===== src/rtl/hazard_scoreboard_pkg.sv =====
// Shared types for the decode-stage hazard scoreboard:
// register ids, forwarding selects and in-flight slot entries.
package hazard_scoreboard_pkg;

  typedef logic       Bool;
  typedef logic       Clock;
  typedef logic [4:0] RegId;

  localparam int SCOREBOARD_DEPTH = 3;

  typedef enum logic [1:0] {
    FWD_NONE   = 2'd0,
    FWD_MEM    = 2'd1,
    FWD_WB     = 2'd2,
    FWD_RETIRE = 2'd3
  } FwdSel;

  typedef struct packed {
    Bool  valid;
    RegId rd;
    Bool  is_load;
  } ScoreEntry;

  // Slot index maps directly onto the stage the producer occupies next cycle.
  function automatic FwdSel to_fwd(Bool hit, logic [1:0] idx);
    if (!hit) return FWD_NONE;
    unique case (idx)
      2'd0:    return FWD_MEM;
      2'd1:    return FWD_WB;
      default: return FWD_RETIRE;
    endcase
  endfunction

endpackage


===== src/rtl/hazard_scoreboard_match.sv =====
// Compares one source register against every in-flight slot;
// reports the youngest matching slot and a load-in-EX hit.
module hazard_match
  import hazard_scoreboard_pkg::*;
#(
  parameter int DEPTH = SCOREBOARD_DEPTH
) (
  input  RegId                  src,
  input  logic                  used,
  input  ScoreEntry [DEPTH-1:0] slots,
  output logic                  hit,
  output logic [1:0]            idx,
  output logic                  load_hit
);

  logic live;
  assign live = used && (src != 5'd0);

  always_comb begin
    hit      = 1'b0;
    idx      = 2'd0;
    load_hit = 1'b0;
    for (int i = DEPTH - 1; i >= 0; i--) begin
      if (live && slots[i].valid && slots[i].rd == src) begin
        hit = 1'b1;
        idx = 2'(i);
      end
    end
    load_hit = live && slots[0].valid
             && slots[0].rd == src && slots[0].is_load;
  end

endmodule


===== src/rtl/hazard_scoreboard.sv =====
// Decode-stage scoreboard: load-use stall, registered
// forwarding selects and a saturating stall counter.
module hazard_scoreboard
  import hazard_scoreboard_pkg::*;
#(
  parameter int DEPTH = SCOREBOARD_DEPTH,
  parameter int CNT_W = 32
) (
  input  logic             clk,
  input  logic             rst,
  input  logic             issue_valid,
  input  logic [4:0]       rs1,
  input  logic [4:0]       rs2,
  input  logic             rs1_used,
  input  logic             rs2_used,
  input  logic [4:0]       rd,
  input  logic             reg_write,
  input  logic             is_load,
  input  logic             flush,
  output logic             stall_out,
  output logic [1:0]       fwd1_sel_out,
  output logic [1:0]       fwd2_sel_out,
  output logic [CNT_W-1:0] stall_count_out
);

  ScoreEntry [DEPTH-1:0] slots;

  logic       hit1, hit2;
  logic       ld1, ld2;
  logic [1:0] idx1, idx2;
  logic       live, hazard, issue;

  hazard_match #(.DEPTH(DEPTH)) u_m1 (
    .src      (rs1),
    .used     (rs1_used),
    .slots    (slots),
    .hit      (hit1),
    .idx      (idx1),
    .load_hit (ld1)
  );

  hazard_match #(.DEPTH(DEPTH)) u_m2 (
    .src      (rs2),
    .used     (rs2_used),
    .slots    (slots),
    .hit      (hit2),
    .idx      (idx2),
    .load_hit (ld2)
  );

  // Flush outranks the hazard so a killed instruction never stalls.
  assign live      = issue_valid && !flush;
  assign hazard    = live && (ld1 || ld2);
  assign issue     = live && !hazard;
  assign stall_out = hazard;

  always_ff @(posedge clk) begin
    if (rst) begin
      slots <= '0;
    end else begin
      slots[0] <= '{valid:   issue && reg_write && (rd != 5'd0),
                    rd:      rd,
                    is_load: is_load};
      for (int i = 1; i < DEPTH; i++)
        slots[i] <= slots[i-1];
    end
  end

  always_ff @(posedge clk) begin
    if (rst) begin
      fwd1_sel_out <= FWD_NONE;
      fwd2_sel_out <= FWD_NONE;
    end else if (issue) begin
      fwd1_sel_out <= to_fwd(hit1, idx1);
      fwd2_sel_out <= to_fwd(hit2, idx2);
    end else begin
      fwd1_sel_out <= FWD_NONE;
      fwd2_sel_out <= FWD_NONE;
    end
  end

  always_ff @(posedge clk) begin
    if (rst)
      stall_count_out <= '0;
    else if (stall_out && stall_count_out != {CNT_W{1'b1}})
      stall_count_out <= stall_count_out + 1'b1;
  end

endmodule


===== config.mk =====
export PLATFORM = sky130hd
export DESIGN_NAME = hazard_scoreboard
export DESIGN_NICKNAME = d
export VERILOG_FILES = /design/src/rtl/hazard_scoreboard_pkg.sv /design/src/rtl/hazard_scoreboard_match.sv /design/src/rtl/hazard_scoreboard.sv
export SDC_FILE = /design/constraint.sdc
export NUM_CORES = 1
export LEC_CHECK = 0
export CAP_MARGIN = 30
export CORE_AREA = 10 10 71 118
export CTS_CLUSTER_SIZE = 16
export DETAILED_ROUTE_END_ITERATION = 8
export DIE_AREA = 0 0 81 128
export GPL_ROUTABILITY_DRIVEN = 0
export PLACE_DENSITY = 0.78
export SYNTH_ARGS = -nofsm -noshare
export SYNTH_HDL_FRONTEND = slang
export SYNTH_SLANG_ARGS = --single-unit

===== constraint.sdc =====
create_clock -name clk -period 2.74 [get_ports clk]
set_clock_uncertainty 0.05 [all_clocks]
set_input_delay 0.822 -clock clk [delete_from_list [all_inputs] [get_ports clk]]
set_output_delay 0.822 -clock clk [all_outputs]
set_load 0.02 [all_outputs]

==> results of run 1 <==
cell usage in the layout, fill, tap and decap left out, types with 5 or more instances in the layout:
| master | count |
|---|---|
| or4_1 | 5 |
| nand2_1 | 13 |
| and3_1 | 5 |
| nand4_1 | 17 |
| clkdlybuf4s50_1 | 47 |
| or3_1 | 20 |
| dfxtp_1 | 55 |
| nand3_1 | 15 |
| nor2_1 | 18 |
| buf_6 | 9 |
| nand4b_1 | 5 |
| a21oi_1 | 27 |
| clkbuf_16 | 5 |
| buf_4 | 35 |
| xor2_1 | 12 |
| nor2b_1 | 24 |
| xnor2_1 | 18 |
| o21ai_0 | 25 |
routing by layer:
layer | routed length [um] | GRT usage [%] | vias up
met2 | 4383 | 29.05 | 127
li1 | - | - | 1350
met1 | 3080 | 16.17 | 1307
met5 | 0 | 0 | -
met3 | 584 | 5.407 | 29
met4 | 353 | 8.905 | 0
area by class of cell:
class | count | area share, %
multi-input combinational | 252 | 42.34
sequential | 55 | 28.33
timing repair buffer | 98 | 22.99
clock buffer | 7 | 3.413
tap | 82 | 2.640
inverter | 1 | 0.1610
clock inverter | 1 | 0.1288
state kept, by name, indices dropped and copies added (netlist names):
| signal | count |
|---|---|
| fwd1_sel_out | 2 |
| fwd2_sel_out | 2 |
| slots | 19 |
| stall_count_out | 32 |
cell families (layout without fill, tap and decap cells):
family | after synthesis | in the layout
simple gates | 152 | 152
flops | 55 | 55
fa+ha+maj | 1 | 1
xor+xnor | 30 | 30
buf+inv | 16 | 107
compound gates | 64 | 64
mux | 5 | 5
worst reg2reg max path: cells and delay by family, from the launching register on:
| kind | cells | cell delay, ns |
|---|---|---|
| XOR/XNOR | 1 | 0.14 |
| flip-flops | 1 | 0.43 |
| AND/OR/NAND/NOR | 3 | 1.08 |
| buffers and inverters | 1 | 0.27 |
| AO/OA/AOI/OAI | 2 | 0.44 |
report_power, final:
part | total (W) | switching, W | internal (W)
Sequential | 0.000822 | 0.0000125 | 0.000810
Clock | 0.000601 | 0.000263 | 0.000338
Combinational | 0.000149 | 0.0000654 | 0.0000838
worst max-delay path by stage:
stage	from	endpoint	slack (ns)	cells after the start
2_1_floorplan	rs2[0]	stall_out	-0.14	6
3_3_place_gp	rs1[1]	stall_out	-1.01	7
3_5_place_dp	rs2[3]	stall_out	-1.04	8
4_1_cts	rs2[4]	stall_out	-0.23	7
5_1_grt	rs1[0]	stall_out	-0.29	7
6_report	rs1[4]	stall_out	-0.27	7
stage by stage:
stage | setup WS, ns | util [%] | power, W
6_report | -0.2692 | 60.33 | 0.001573
5_1_grt | -0.2916 | 60.33 | 0.001633
3_3_place_gp | -1.009 | 55.67 | 0.0009647
3_5_place_dp | -1.041 | 55.67 | 0.0009675
4_1_cts | -0.2290 | 60.20 | 0.001589
2_1_floorplan | -0.1413 | - | 0.0008939
timing repair:
action | CTS | global route
pin swaps | 12 | 8
buffers inserted | 18 | 1
resized for setup | 54 | 5
setup endpoints to repair | 35 | 29
==> run_results.csv, run 1 <==
group,metric,value,unit
run_status,outcome,"finished with violations",
run_status,violations,"setup timing",
die,rows,39,
worst_setup_path,start_kind,"input port",
worst_setup_path,endpoint_kind,"primary output",
sta,finalSetupViolCount,5,
hold_path,hp-start,"stall_count_out[9]",
worst_setup_path,arrival,2.14,ns
cells_and_area,synthToLayoutAreaGrowth,38.48,%
cts,tritoncts,"yes",
route,drc,0,
sta,clock.fmax,0.3323,GHz
die,initial_core_util,43.57,%
sta,fin_setup_tns,-0.3732,ns
global_route,grt_max_degree,56,
cells_and_area,fin_area,3886,um2
yosys,synth_top_family_by_area,"simple AND/OR/NAND/NOR gates",
die,die_area,10370,um2
cts,hold_buffers,0,
yosys,synth_xor_area_share,9.362,%
hold_path,hold-path-endpoint,"stall_count_out[9]",
sta,worst_slew_pin_slew,0.6451,ns
yosys,synth-compound-area-share,12.48,%
power,ir_drop,0.3877,mV
cells_and_area,stdcell_count,496,
die,coreArea,6441,um2
yosys,synthMuxAreaShare,2.541,%
yosys,yosysSeqAreaShare,39.23,%
cells_and_area,multi_input_area,1645,um2
cts,h-tree-depth,2,
yosys,synthTopCellsByCount,"dfxtp_1 (55), a21oi_1 (28), o21ai_0 (25)",
yosys,syn_area,2806,um2
job,drv_cap,0,
cts,clock-sinks,55,
hold_path,hold_depth,2,
sta,hold_slack,0.4542,ns
cells_and_area,nets,437,
global_route,antenna_found_initial,0,
yosys,synth_cell_types,43,
worst_setup_path,critPathMaxStageDelay,0.30,ns
cts,cts.root.buffer_cell,"clkbuf_16",
cells_and_area,final.fill_count,546,
cells_and_area,diodes,0,
cells_and_area,regArea,1101,um2
worst_setup_path,rrSetupSlack,0.27,ns
yosys,ys_warn_count,0,
global_route,grt_first_pass_wirelength,13580,um
hold_path,hp-class,"register to register",
worst_setup_path,cp_max_fo,2,
route,num_vias,2813,
yosys,ys_top_cells_by_area,"dfxtp_1 (39%), xnor2_1 (5.6%), nor2b_1 (5.3%), a21oi_1 (5.0%), o21ai_0 (4.5%)",
yosys,synth-adder-area-share,0.4458,%
global_route,grt_usage,16.43,%
placement,hpwl,6116,um
cts,clkLatencyLatePin,0.29,ns
worst_setup_path,reg2regPathDepth,7,
yosys,async_flop_share,0,%
global_route,grt_pass1_vias,2848,
worst_setup_path,slowest_stage,"nor4_2",
yosys,syn_area_per_cell,8.689,um2
sta,slew_headroom,56.60,%
sta,rsz0062_at_grt,"true",
placement,dp_cells,473,
worst_setup_path,timing.rr.end,"stall_count_out[24]",
sta,slew_violations,0,
sta,layout_setup_ws,-0.2692,ns
yosys,syn_inst,323,
power,p_per_area,404.7,nW/um2
yosys,ys.flop_type,"dfxtp_1",
cts,cts.path.max_buffers,2,
global_route,grt_overflow,0,
yosys,yosysTopAreaCellShare,39.23,%
route,detail_route.wl_per_cell,16.94,um
worst_setup_path,reg2reg_from,"slots[2]",
route,first_iter_violations,132,
sta,layout_min_cycle_time,3.009,ns
sta,period_share,109.8,%
route,drt-pass1-iter-count,6,
yosys,synthMostInstantiatedCell,"dfxtp_1",
placement,place_area,3586,um2
placement,port_buffers,59,
yosys,synth_seq_cells,55,
yosys,synth-simple-area-share,32.55,%
cts,clk_pin_slew,0.06,ns
yosys,synth_edf_count,0,
sta,hold_viol,0,
die,ios,60,
worst_setup_path,worstSetupPathType,"input port to primary output",
cells_and_area,drive_above_1_share,19.08,%
yosys,synth_nets,347,
die,die_h,128,um
worst_setup_path,cp.buffers_inverters,3,
cts,cts_buffers,5,
worst_setup_path,crit_required,1.87,ns
die,dieWidth,81,um
route,ant_nets,0,
route,viasPerCell,5.671,
worst_setup_path,cp_top_family,"simple AND/OR/NAND/NOR gates",
power,power_leakage,1.311,nW
worst_setup_path,path_cells,"clkdlybuf4s15_1, xor2_1, nor4_2, nand4b_1, a21o_2, inv_4, buf_6",
route,finalWirelength,8402,um
yosys,yosysTopAreaCell,"dfxtp_1",
No activity file was read; power rests on OpenSTA's default activity.
==> inputs of run 2 (changes only) <==
CORE_AREA = 2 2 63 110   (was 10 10 71 118)
DIE_AREA = 0 0 65 112   (was 0 0 81 128)
==> run_results.csv, run 2 (same netlist as run 1, synthesis figures left out) <==
group,metric,value,unit
sta,finalSetupViolCount,1,
sta,layout_min_cycle_time,2.974,ns
worst_setup_path,crit_required,1.87,ns
cts,tritoncts,"yes",
die,die_h,112,um
cells_and_area,multi_input_area,1638,um2
worst_setup_path,cp_top_family,"simple AND/OR/NAND/NOR gates",
power,pwr-share-comb,8.4,%
cells_and_area,synthToLayoutAreaGrowth,36.02,%
route,ant_nets,0,
die,rows,39,
global_route,grt_max_degree,56,
sta,hold_viol,0,
cells_and_area,final_common_cell,"dfxtp_1",
sta,slew_headroom,59.79,%
power,power_leakage,1.279,nW
worst_setup_path,start_kind,"input port",
cts,clk_pin_slew,0.07,ns
route,finalWirelength,7753,um
cells_and_area,diodes,0,
die,ios,60,
global_route,grt_usage,22.21,%
cts,cts.path.max_buffers,2,
job,drv_cap,0,
cts,cts.root.buffer_cell,"clkbuf_16",
power,switching_share,21.00,%
power,internal-power,0.001274,W
global_route,antenna_found_initial,0,
sta,layout_setup_ws,-0.2339,ns
cells_and_area,reg_top3,"stall_count_out x32, slots x19",
cells_and_area,mostFrequentLayoutCells,"dfxtp_1 (55), clkdlybuf4s50_1 (47), buf_4 (33)",
cts,cts_buffers,5,
placement,port_buffers,59,
route,viasPerCell,5.604,
sta,period_share,108.5,%
power,p_per_area,422.4,nW/um2
sta,rsz0062_at_grt,"true",
worst_setup_path,path_cells,"buf_6, or4_4, o21ai_2, nand4b_1, a21o_2, inv_4, buf_6",
worst_setup_path,cp.buffers_inverters,3,
route,detail_route.wl_per_cell,15.82,um
worst_setup_path,arrival,2.10,ns
cts,clock-sinks,55,
sta,hold_slack,0.4498,ns
cts,hold_buffers,0,
route,first_iter_violations,139,
die,dieWidth,65,um
route,drt-pass1-iter-count,4,
route,num_vias,2746,
die,coreArea,6392,um2
worst_setup_path,critPathMaxStageDelay,0.53,ns
global_route,grt_pass1_vias,2808,
run_status,violations,"setup timing",
hold_path,hp-class,"register to register",
power,sequentialPowerShare,51.0,%
cells_and_area,regArea,1101,um2
worst_setup_path,worstSetupPathType,"input port to primary output",
power,pwr-share-clk,40.6,%
cells_and_area,final.fill_count,559,
sta,clock.fmax,0.3363,GHz
global_route,grt_overflow,0,
route,drc,0,
power,finalPower,0.001612,W
cts,clkLatencyLatePin,0.29,ns
cells_and_area,drive_above_1_share,17.89,%
worst_setup_path,cp_common_cell,"buf_6",
sta,worst_slew_pin_slew,0.6031,ns
cells_and_area,post-route-util,59.72,%
power,ir_drop,0.3561,mV
sta,fin_setup_tns,-0.2339,ns
worst_setup_path,slowest_stage,"or4_4",
sta,slew_violations,0,
cells_and_area,largest_reg_flops,32,
power,switchingPower,0.0003386,W
die,die_area,7280,um2
die,initial_core_util,43.90,%
cells_and_area,nets,431,
worst_setup_path,endpoint_kind,"primary output",
global_route,grt_first_pass_wirelength,12740,um
run_status,outcome,"finished with violations",
worst_setup_path,cp_max_fo,2,
cells_and_area,regMostFlops,"stall_count_out",
cts,h-tree-depth,2,
placement,hpwl,5716,um
[run 2: final timing paths]
path / from / slack (ns) / cells past startpoint / end
max: rs1[0] / -0.23 / 7 / stall_out
min reg2reg: stall_count_out[9] / 0.45 / 2 / stall_count_out[9]
max reg2reg: slots[3] / 0.29 / 7 / stall_count_out[4]
min: stall_count_out[9] / 0.45 / 2 / stall_count_out[9]
[run 2: area by class of cell]
type	count	area share (%)
multi-input combinational	252	42.90
sequential	55	28.84
timing repair buffer	92	21.30
clock buffer	8	4.097
tap	82	2.688
inverter	1	0.1639
[run 2: power by group through the flow]
stage / logic (W) / clock network (W) / registers (W)
finish: 0.000136 / 0.000654 / 0.000822
global route: 0.000146 / 0.000704 / 0.000822
CTS: 0.000135 / 0.000677 / 0.000821
detailed placement: 0.000130 / 0 / 0.000839
global placement: 0.000127 / 0 / 0.000839
floorplan: 0.0000583 / 0 / 0.000836
[run 2: per-stage QoR]
stage	cell area (um2)	std cells	worst slack, ns
2_1_floorplan	2806	323	-0.1413
3_3_place_gp	3601	475	-1.030
3_5_place_dp	3601	475	-1.117
4_1_cts	3795	487	-0.2466
5_1_grt	3817	490	-0.2859
6_report	3817	490	-0.2339
[run 2: worst register-to-register path: stages (launching register included)]
cell and delay [ns]:
dfxtp_1 0.35, xor2_1 0.21, nor4_4 0.34, nand4b_1 0.17, a21o_2 0.28, buf_4 0.27, or4_1 0.56, a21oi_1 0.15
[run 2: per-layer routing]
layer | share of wire, % | track usage [%] | routed length, um
met1 | 36 | 20.98 | 2813
met2 | 55 | 42.54 | 4282
met3 | 4.6 | 4.646 | 358
met4 | 3.8 | 11.91 | 297
met5 | 0 | 0 | 0
[run 2: repair_timing]
item	CTS	global route
pin swaps	10	3
buffers inserted	4	3
endpoints found under the setup margin	37	8
resized for setup	50	0
==> inputs of run 3 (changes only) <==
CELL_PAD_IN_SITES_DETAIL_PLACEMENT = 1   (was default)
CELL_PAD_IN_SITES_GLOBAL_PLACEMENT = 2   (was default)
CORE_AREA = 2 2 77 133   (was 2 2 63 110)
DIE_AREA = 0 0 79 135   (was 0 0 65 112)
MAX_ROUTING_LAYER = met4   (was default)
PLACE_DENSITY = 0.83   (was 0.78)
clock period = 2.8 ns   (was 2.74 ns; I/O delays follow)
==> run_results.csv, run 3 (same netlist as run 1, synthesis figures left out) <==
group,metric,value,unit
worst_setup_path,arrival,2.18,ns
die,initial_core_util,29.46,%
cells_and_area,post-route-util,42.59,%
job,drv_cap,0,
sta,period_share,109.7,%
sta,hold_viol,0,
sta,worst_slew_pin_slew,0.6973,ns
cells_and_area,reg_top3,"stall_count_out x32, slots x19",
sta,clock.fmax,0.3256,GHz
placement,port_buffers,59,
sta,finalSetupViolCount,1,
die,coreArea,9527,um2
route,drc,0,
die,rows,47,
route,detail_route.wl_per_cell,17.99,um
cts,tritoncts,"yes",
run_status,violations,"setup timing",
cts,clkLatencyLatePin,0.30,ns
worst_setup_path,worstSetupPathType,"input port to primary output",
global_route,grt_overflow,0,
route,ant_nets,0,
placement,hpwl,6783,um
die,ios,60,
die,dieWidth,79,um
sta,layout_min_cycle_time,3.071,ns
cells_and_area,final.fill_count,1125,
power,power_leakage,1.399,nW
global_route,antenna_found_initial,0,
cells_and_area,largest_reg_flops,32,
cts,cts.root.buffer_cell,"clkbuf_16",
route,first_iter_violations,40,
worst_setup_path,start_kind,"input port",
global_route,grt_pass1_vias,3081,
cells_and_area,drive_above_1_share,22.46,%
worst_setup_path,crit_required,1.91,ns
cts,cts.path.max_buffers,2,
cells_and_area,mostFrequentLayoutCells,"dfxtp_1 (55), buf_4 (47), clkdlybuf4s50_1 (45)",
placement,place_area,3666,um2
global_route,grt_usage,18.96,%
sta,layout_setup_ws,-0.2714,ns
worst_setup_path,path_cells,"buf_2, or4_4, o21ai_4, nand4b_1, a21o_2, inv_4, buf_6",
route,num_vias,2834,
cts,clock-sinks,55,
cts,clk_pin_slew,0.07,ns
route,drt-pass1-iter-count,4,
worst_setup_path,cp_max_fo,3,
sta,fin_setup_tns,-0.2714,ns
global_route,grt_first_pass_wirelength,15350,um
cells_and_area,regMostFlops,"stall_count_out",
hold_path,hp-class,"register to register",
global_route,grt_max_degree,56,
cells_and_area,synthToLayoutAreaGrowth,44.58,%
cells_and_area,fin_area,4058,um2
power,ir_drop,0.2200,mV
cells_and_area,nets,446,
route,viasPerCell,5.200,
worst_setup_path,slowest_stage,"or4_4",
cts,h-tree-depth,2,
sta,slew_headroom,53.09,%
power,finalPower,0.001693,W
run_status,outcome,"finished with violations",
die,die_area,10670,um2
cts,cts_buffers,5,
die,die_h,135,um
sta,slew_violations,0,
placement,dp_cells,517,
sta,rsz0062_at_grt,"true",
cells_and_area,stdcell_count,545,
cells_and_area,final_common_cell,"dfxtp_1",
cts,hold_buffers,0,
power,p_per_area,417.3,nW/um2
worst_setup_path,endpoint_kind,"primary output",
cells_and_area,diodes,0,
route,finalWirelength,9802,um
worst_setup_path,critPathMaxStageDelay,0.55,ns
## run 3: changes by cell type in the layout (fill, tap and decap cells not counted), moves of 2 or more
| cell | before | now |
|---|---|---|
| o21ai_1 | 0 | 2 |
| o21ai_0 | 25 | 23 |
| clkdlybuf4s50_1 | 47 | 45 |
| nor3_4 | 0 | 2 |
| buf_4 | 33 | 47 |
| nor4_2 | 0 | 2 |
| nor3_1 | 4 | 2 |
| dlymetal6s2s_1 | 0 | 2 |
## run 3: layout make-up
cell class / instances / area [um2] / area share, %
tap: 122 / 152.6 / 3.762
timing repair buffer: 107 / 927.1 / 22.85
clock inverter: 2 / 35.03 / 0.8634
inverter: 1 / 6.256 / 0.1542
sequential: 55 / 1101 / 27.14
multi-input combinational: 252 / 1697 / 41.81
clock buffer: 6 / 138.9 / 3.423
## run 3: metal layers
metal	vias up	global-route usage [%]	share of wire (%)
li1	1372	-	-
met1	1375	17.95	36
met2	66	37.38	57
met3	21	2.139	2.6
met4	0	7.950	4.7
met5	-	-	0
## run 3: worst paths after layout
| check | startpoint | to | slack (ns) | cells past startpoint |
|---|---|---|---|---|
| max | rs1[2] | stall_out | -0.27 | 7 |
| min | stall_count_out[31] | stall_count_out[31] | 0.46 | 2 |
| min reg2reg | stall_count_out[31] | stall_count_out[31] | 0.46 | 2 |
| max reg2reg | slots[2] | stall_count_out[4] | 0.24 | 7 |
## run 3: critical path: cells and delay by family
family / cells / cell delay [ns]
buf+inv: 3 / 0.29
compound gates: 2 / 0.34
simple gates: 2 / 0.71
## run 3: timing repair
| action | CTS | global route |
|---|---|---|
| resized for setup | 50 | 13 |
| pin swaps | 11 | 10 |
| setup buffers | 19 | 2 |
| setup endpoints to repair | 38 | 33 |
## run 3: report_power, final
group	total (W)	switching (W)	internal [W]
Combinational	0.000162	0.0000735	0.0000881
Clock	0.000726	0.000281	0.000445
Sequential	0.000806	0.0000134	0.000792
Total	0.00169	0.000368	0.00133
## run 3: per-stage QoR
stage	hold WS, ns	setup WS, ns
3_3_place_gp	0.4394	-0.9969
6_report	0.4620	-0.2714
2_1_floorplan	0.4238	-0.1173
5_1_grt	0.4887	-0.3137
4_1_cts	0.4679	-0.2490
3_5_place_dp	0.4461	-1.005
==> variant 1 (config.mk and constraints of run 2) <==
Reset style: asynchronous (`rst`), changed in 3 clocked blocks.
--- a/src/rtl/hazard_scoreboard.sv
+++ b/src/rtl/hazard_scoreboard.sv
@@ -56,3 +56,3 @@
 
-  always_ff @(posedge clk) begin
+  always_ff @(posedge clk or posedge rst) begin
     if (rst) begin
@@ -68,3 +68,3 @@
 
-  always_ff @(posedge clk) begin
+  always_ff @(posedge clk or posedge rst) begin
     if (rst) begin
@@ -81,3 +81,3 @@
 
-  always_ff @(posedge clk) begin
+  always_ff @(posedge clk or posedge rst) begin
     if (rst)
Formal check against the unedited RTL: differs if rst is asserted again (counterexample within 4 cycles, from zero or initial values and one cycle with rst high); with rst held inactive, the same outputs for 10 cycles.
==> variant 1 against run 2 <==
The flow still finishes with violations (setup timing); setup slack worse by 0.067 ns; sequential cell count unchanged; count of clock-buffer cells in the layout shrank 2; highest routed layer unchanged; critical path depth up 2; routed wire length is 13% lower; largest power group unchanged; area after synthesis shrank 6.8%; cell area up 0.13%; critical path type unchanged; hold slack got worse by 0.084 ns; total power grew 2.4%.
==> variant 1: results (changes against run 2) <==
Layout
  – Nets: 345 (-20%)
  – Layout cells sized above 1: 21.12% (+3.2 points)
  – Filler instances: 519 (-7.2%)

Yosys
  – Synth Area in XOR/XNOR: 20.42% (+11 points)
  – Complex-gate fraction of the synthesized area: 3.730% (-8.8 points)
  – Syn Nets: 250 (-28%)
  – Synth cell types: 31 (-28%)
  – Fraction of registers with async set/reset: 100.0% (+100 points)
  – Post-Synth Adder-Cell Area: 0.4782% (+0.032 points)
  – Post-synthesis sequential area ratio: 52.61% (+13 points)
  – Top post-synthesis cells by area: dfrtp_1 (53%), xnor2_1 (13%), xor2_1 (7.4%), nand4_1 (3.8%), nand3_1 (2.3%)
  – Mux contribution to synthesized area: 0.4304% (-2.1 points)

Status
  – Outcome: finished with violations
  – Violated checks: setup timing

Clock network
  – Clock-pin slew on the worst setup and hold paths: 0.07 ns (about the same)

Power and ir drop
  – Sw frac: 22.98% (+2.0 points)
  – Leak pwr: 1.635 nW (+28%)
  – VDD IR max: 0.0004391 V (+23%)

STA
  – Final setup vio count: 1 (unchanged)
  – Final worst slack: -0.3009 ns (-0.06702 ns)
  – Relative slew slack: 65.47% (+5.7 points)

Critical path
  – Worst path slowest cell: nor4_2
  – CP top delay family: buffers and inverters
  – Arr. time, crit path: 2.17 ns (+0.07 ns)
  – Worst path buffer plus inverter count: 5 (+2)
  – R2R Path End: stall_count_out[1]$_DFFE_PP0P_
  – CP max stage delay: 0.35 ns (-0.18 ns)
  – Setup crit start: rs2[0]
  – R2r worst-path depth: 9 (+2)

Detailed routing
  – WL met2: 3755 microns (-12%)
  – Routed length on met3: 321 microns (-10%)
  – Vias: 2098 (-24%)
  – DRT iter0 DRCs: 72 (-48%)

Global route
  – Vias in the first global route: 2284 (-19%)
  – First-pass GRT wire length: 11440 microns (-10%)
  – Largest net degree at the start of global routing: 33 (-41%)

Hold path
  – Hold Crit Start: slots[13]$_DFF_PP0_

Place
  – Post-DP HPWL: 4892 microns (-14%)
  – DP Worst Slack: -1.123 ns (-0.005800 ns)
## variant 1: metal layers
metal	GRT usage, %	vias up
met1	23.12	1021
met3	3.737	20
met5	0	-
li1	-	987
met4	9.645	0
met2	37.53	70
## variant 1: timing repair
action,CTS,global route
pin swaps,14,1
hold buffers,0,0
gates resized for setup,55,1
setup buffers,10,1
cloned,2,0
setup endpoints to repair,27,22
## variant 1: worst min-delay path by stage
stage,slack [ns],to,depth (start not counted)
floorplan,0.32,slots[20]$_DFF_PP0_,0
global placement,0.34,slots[20]$_DFF_PP0_,0
detailed placement,0.36,slots[20]$_DFF_PP0_,0
CTS,0.37,slots[20]$_DFF_PP0_,0
global route,0.39,slots[20]$_DFF_PP0_,0
finish,0.37,slots[20]$_DFF_PP0_,0
## variant 1: worst reg2reg max path, cell delays in order (launching register included)
cell and delay [ns]:
dfrtp_1 0.40, buf_4 0.17, xor2_4 0.19, nor4_4 0.34
nand4b_4 0.13, buf_4 0.17, a211oi_4 0.26, buf_6 0.17
buf_12 0.12, mux2_2 0.32
## variant 1: power by group through the flow
stage          Sequential, W  Combinational [W]  Clock [W]
2_1_floorplan       0.000854          0.0000630          0
3_3_place_gp        0.000855           0.000144          0
3_5_place_dp        0.000856           0.000145          0
4_1_cts             0.000841           0.000155   0.000676
5_1_grt             0.000843           0.000168   0.000708
6_report            0.000841           0.000153   0.000657
## variant 1: cell type report
class                   instances  area, sq um  area share, %
inverters                       3        11.26         0.2946
multi-input cells             165         1290          33.75
well taps                      82        102.6          2.684
clock buffers                   6        138.9          3.633
flip-flops and latches         55         1376          36.01
repair buffers                 91        887.1          23.21
clock inverters                 2        16.27         0.4255
## variant 1: logic make-up after synthesis
group	Yosys count
AOI/OAI and AO/OA	14
buffers and inverters	6
and+or+nand+nor	88
xor gates and xnor gates	61
DFF	55
adders and majority gates	1
muxes	1
## variant 1: stage by stage
step / area (sq um) / power, W / util [%] / cells
2_1_floorplan: 2635 / 0.0009172 / - / 226
3_3_place_gp: 3492 / 0.0009990 / 54.63 / 386
3_5_place_dp: 3492 / 0.001001 / 54.63 / 386
4_1_cts: 3820 / 0.001673 / 59.76 / 403
5_1_grt: 3822 / 0.001719 / 59.80 / 404
6_report: 3822 / 0.001652 / 59.80 / 404
==> variant 2 (settings of run 2) <==
Made on the original files. The package constant `SCOREBOARD_DEPTH` goes from 3 to 6.
--- a/src/rtl/hazard_scoreboard_pkg.sv
+++ b/src/rtl/hazard_scoreboard_pkg.sv
@@ -8,3 +8,3 @@
 
-  localparam int SCOREBOARD_DEPTH = 3;
+  localparam int SCOREBOARD_DEPTH = 6;
 
Formal check against the unedited RTL: not equivalent (a bounded check fails within 10 cycles, from zero or initial values and one cycle with rst high).
==> variant 2 against run 2 <==
The flow still finishes with violations (setup timing); setup slack improved by 0.12 ns; cell area up 42%; maximum frequency is 4.0% higher; area after synthesis is 41% higher; die area unchanged; critical path depth down 1; routed wire length rose by 49%; utilization increased by 25 points; total power rose by 56%; non-clock buffer count is 26 higher; sequential cell count is 18 higher; critical path type unchanged; critical endpoint unchanged.
==> variant 2: results (changes against run 2) <==
Status
  – Outcome: finished with violations
  – Violated checks: setup timing

STA
  – Least-Margin Pin Slew: 0.6085 ns (+0.005327 ns)
  – Setup TNS: -0.1185 ns (+0.1154 ns)
  – Final setup vio count: 1 (unchanged)
  – Final worst slack: -0.1185 ns (+0.1154 ns)

Clock network
  – # Post-CTS Setup Buffers: 8 (+4)
  – CTS sink cnt: 73 (+33%)

Power and ir drop
  – Leak pwr: 1.972 nW (+54%)
  – P per Cell Area: 462.6 mW/mm^2 (+9.5%)
  – Sw frac: 24.16% (+3.2 points)
  – Clock power share: 47.2% (+6.6 points)

Layout
  – P&R area growth vs syn: 37.22%
  – Layout cells sized above 1: 25.42% (+7.5 points)
  – Filler instances: 358 (-36%)
  – Fraction of area in registers: 26.96% (-1.9 points)

Critical path
  – Arr. time, crit path: 1.99 ns (-0.11 ns)
  – R2R Path End: stall_count_out[3]$_SDFFE_PP0P_
  – Worst path slowest cell: or3_4
  – CP max stage delay: 0.43 ns (-0.10 ns)
  – Flop2flop setup slack: 0.12 ns (-0.17 ns)
  – Launching point of the worst reg2reg path: slots[5]$_SDFF_PP0_

Global route
  – Met1 usage: 30.59% (+9.6 points)
  – Met3 Usage GRT: 5.859% (+1.2 points)
  – Total GRT Usage: 32.47% (+10 points)
  – Vias in the first global route: 3680 (+31%)
  – Largest net degree at the start of global routing: 32 (-43%)

Yosys
  – Synth cell count leaders: dfxtp_1 (73), nor2b_1 (45), xor2_1 (35), xnor2_1 (27), a21oi_1 (25)
  – Avg Synthesized Cell Area: 9.186 sq um (+5.7%)
  – Synth Area in XOR/XNOR: 13.75% (+4.4 points)
  – Syn Nets: 454 (+31%)
  – Mux contribution to synthesized area: 3.484% (+0.94 points)
  – Post-synthesis sequential area ratio: 37.00% (-2.2 points)
  – Top post-synthesis cells by area: dfxtp_1 (37%), xor2_1 (7.8%), nor2b_1 (7.1%), xnor2_1 (6.0%), a21oi_1 (3.2%)

Place
  – Placed insts: 589 (+24%)
  – Post-DP Area: 0.004828 sq mm (+34%)
==> variant 2: changes by cell type after synthesis, moves of 6 or more <==
| cell | delta |
|---|---|
| o21ai_0 | -16 |
| or3_1 | -9 |
| xor2_1 | +23 |
| dfxtp_1 | +18 |
| nor4_1 | +11 |
| nand2_1 | +7 |
| buf_4 | +6 |
| nor2b_1 | +21 |
| xnor2_1 | +9 |
==> variant 2: metal layers <==
metal | routed length [microns] | vias up
li1 | - | 1742
met1 | 3896 | 1782
met2 | 6400 | 138
met3 | 463 | 57
met4 | 773 | 0
met5 | 0 | -
==> variant 2: worst min-delay path by stage <==
stage / end / slack, ns / cells after the start
after floorplan: slots[27]$_SDFF_PP0_ / 0.41 / 1
after global placement: stall_count_out[21]$_SDFFE_PP0P_ / 0.43 / 2
after detailed placement: slots[41]$_SDFF_PP0_ / 0.44 / 1
after CTS: slots[41]$_SDFF_PP0_ / 0.45 / 1
after global routing: slots[20]$_SDFF_PP0_ / 0.46 / 1
final: slots[41]$_SDFF_PP0_ / 0.45 / 1
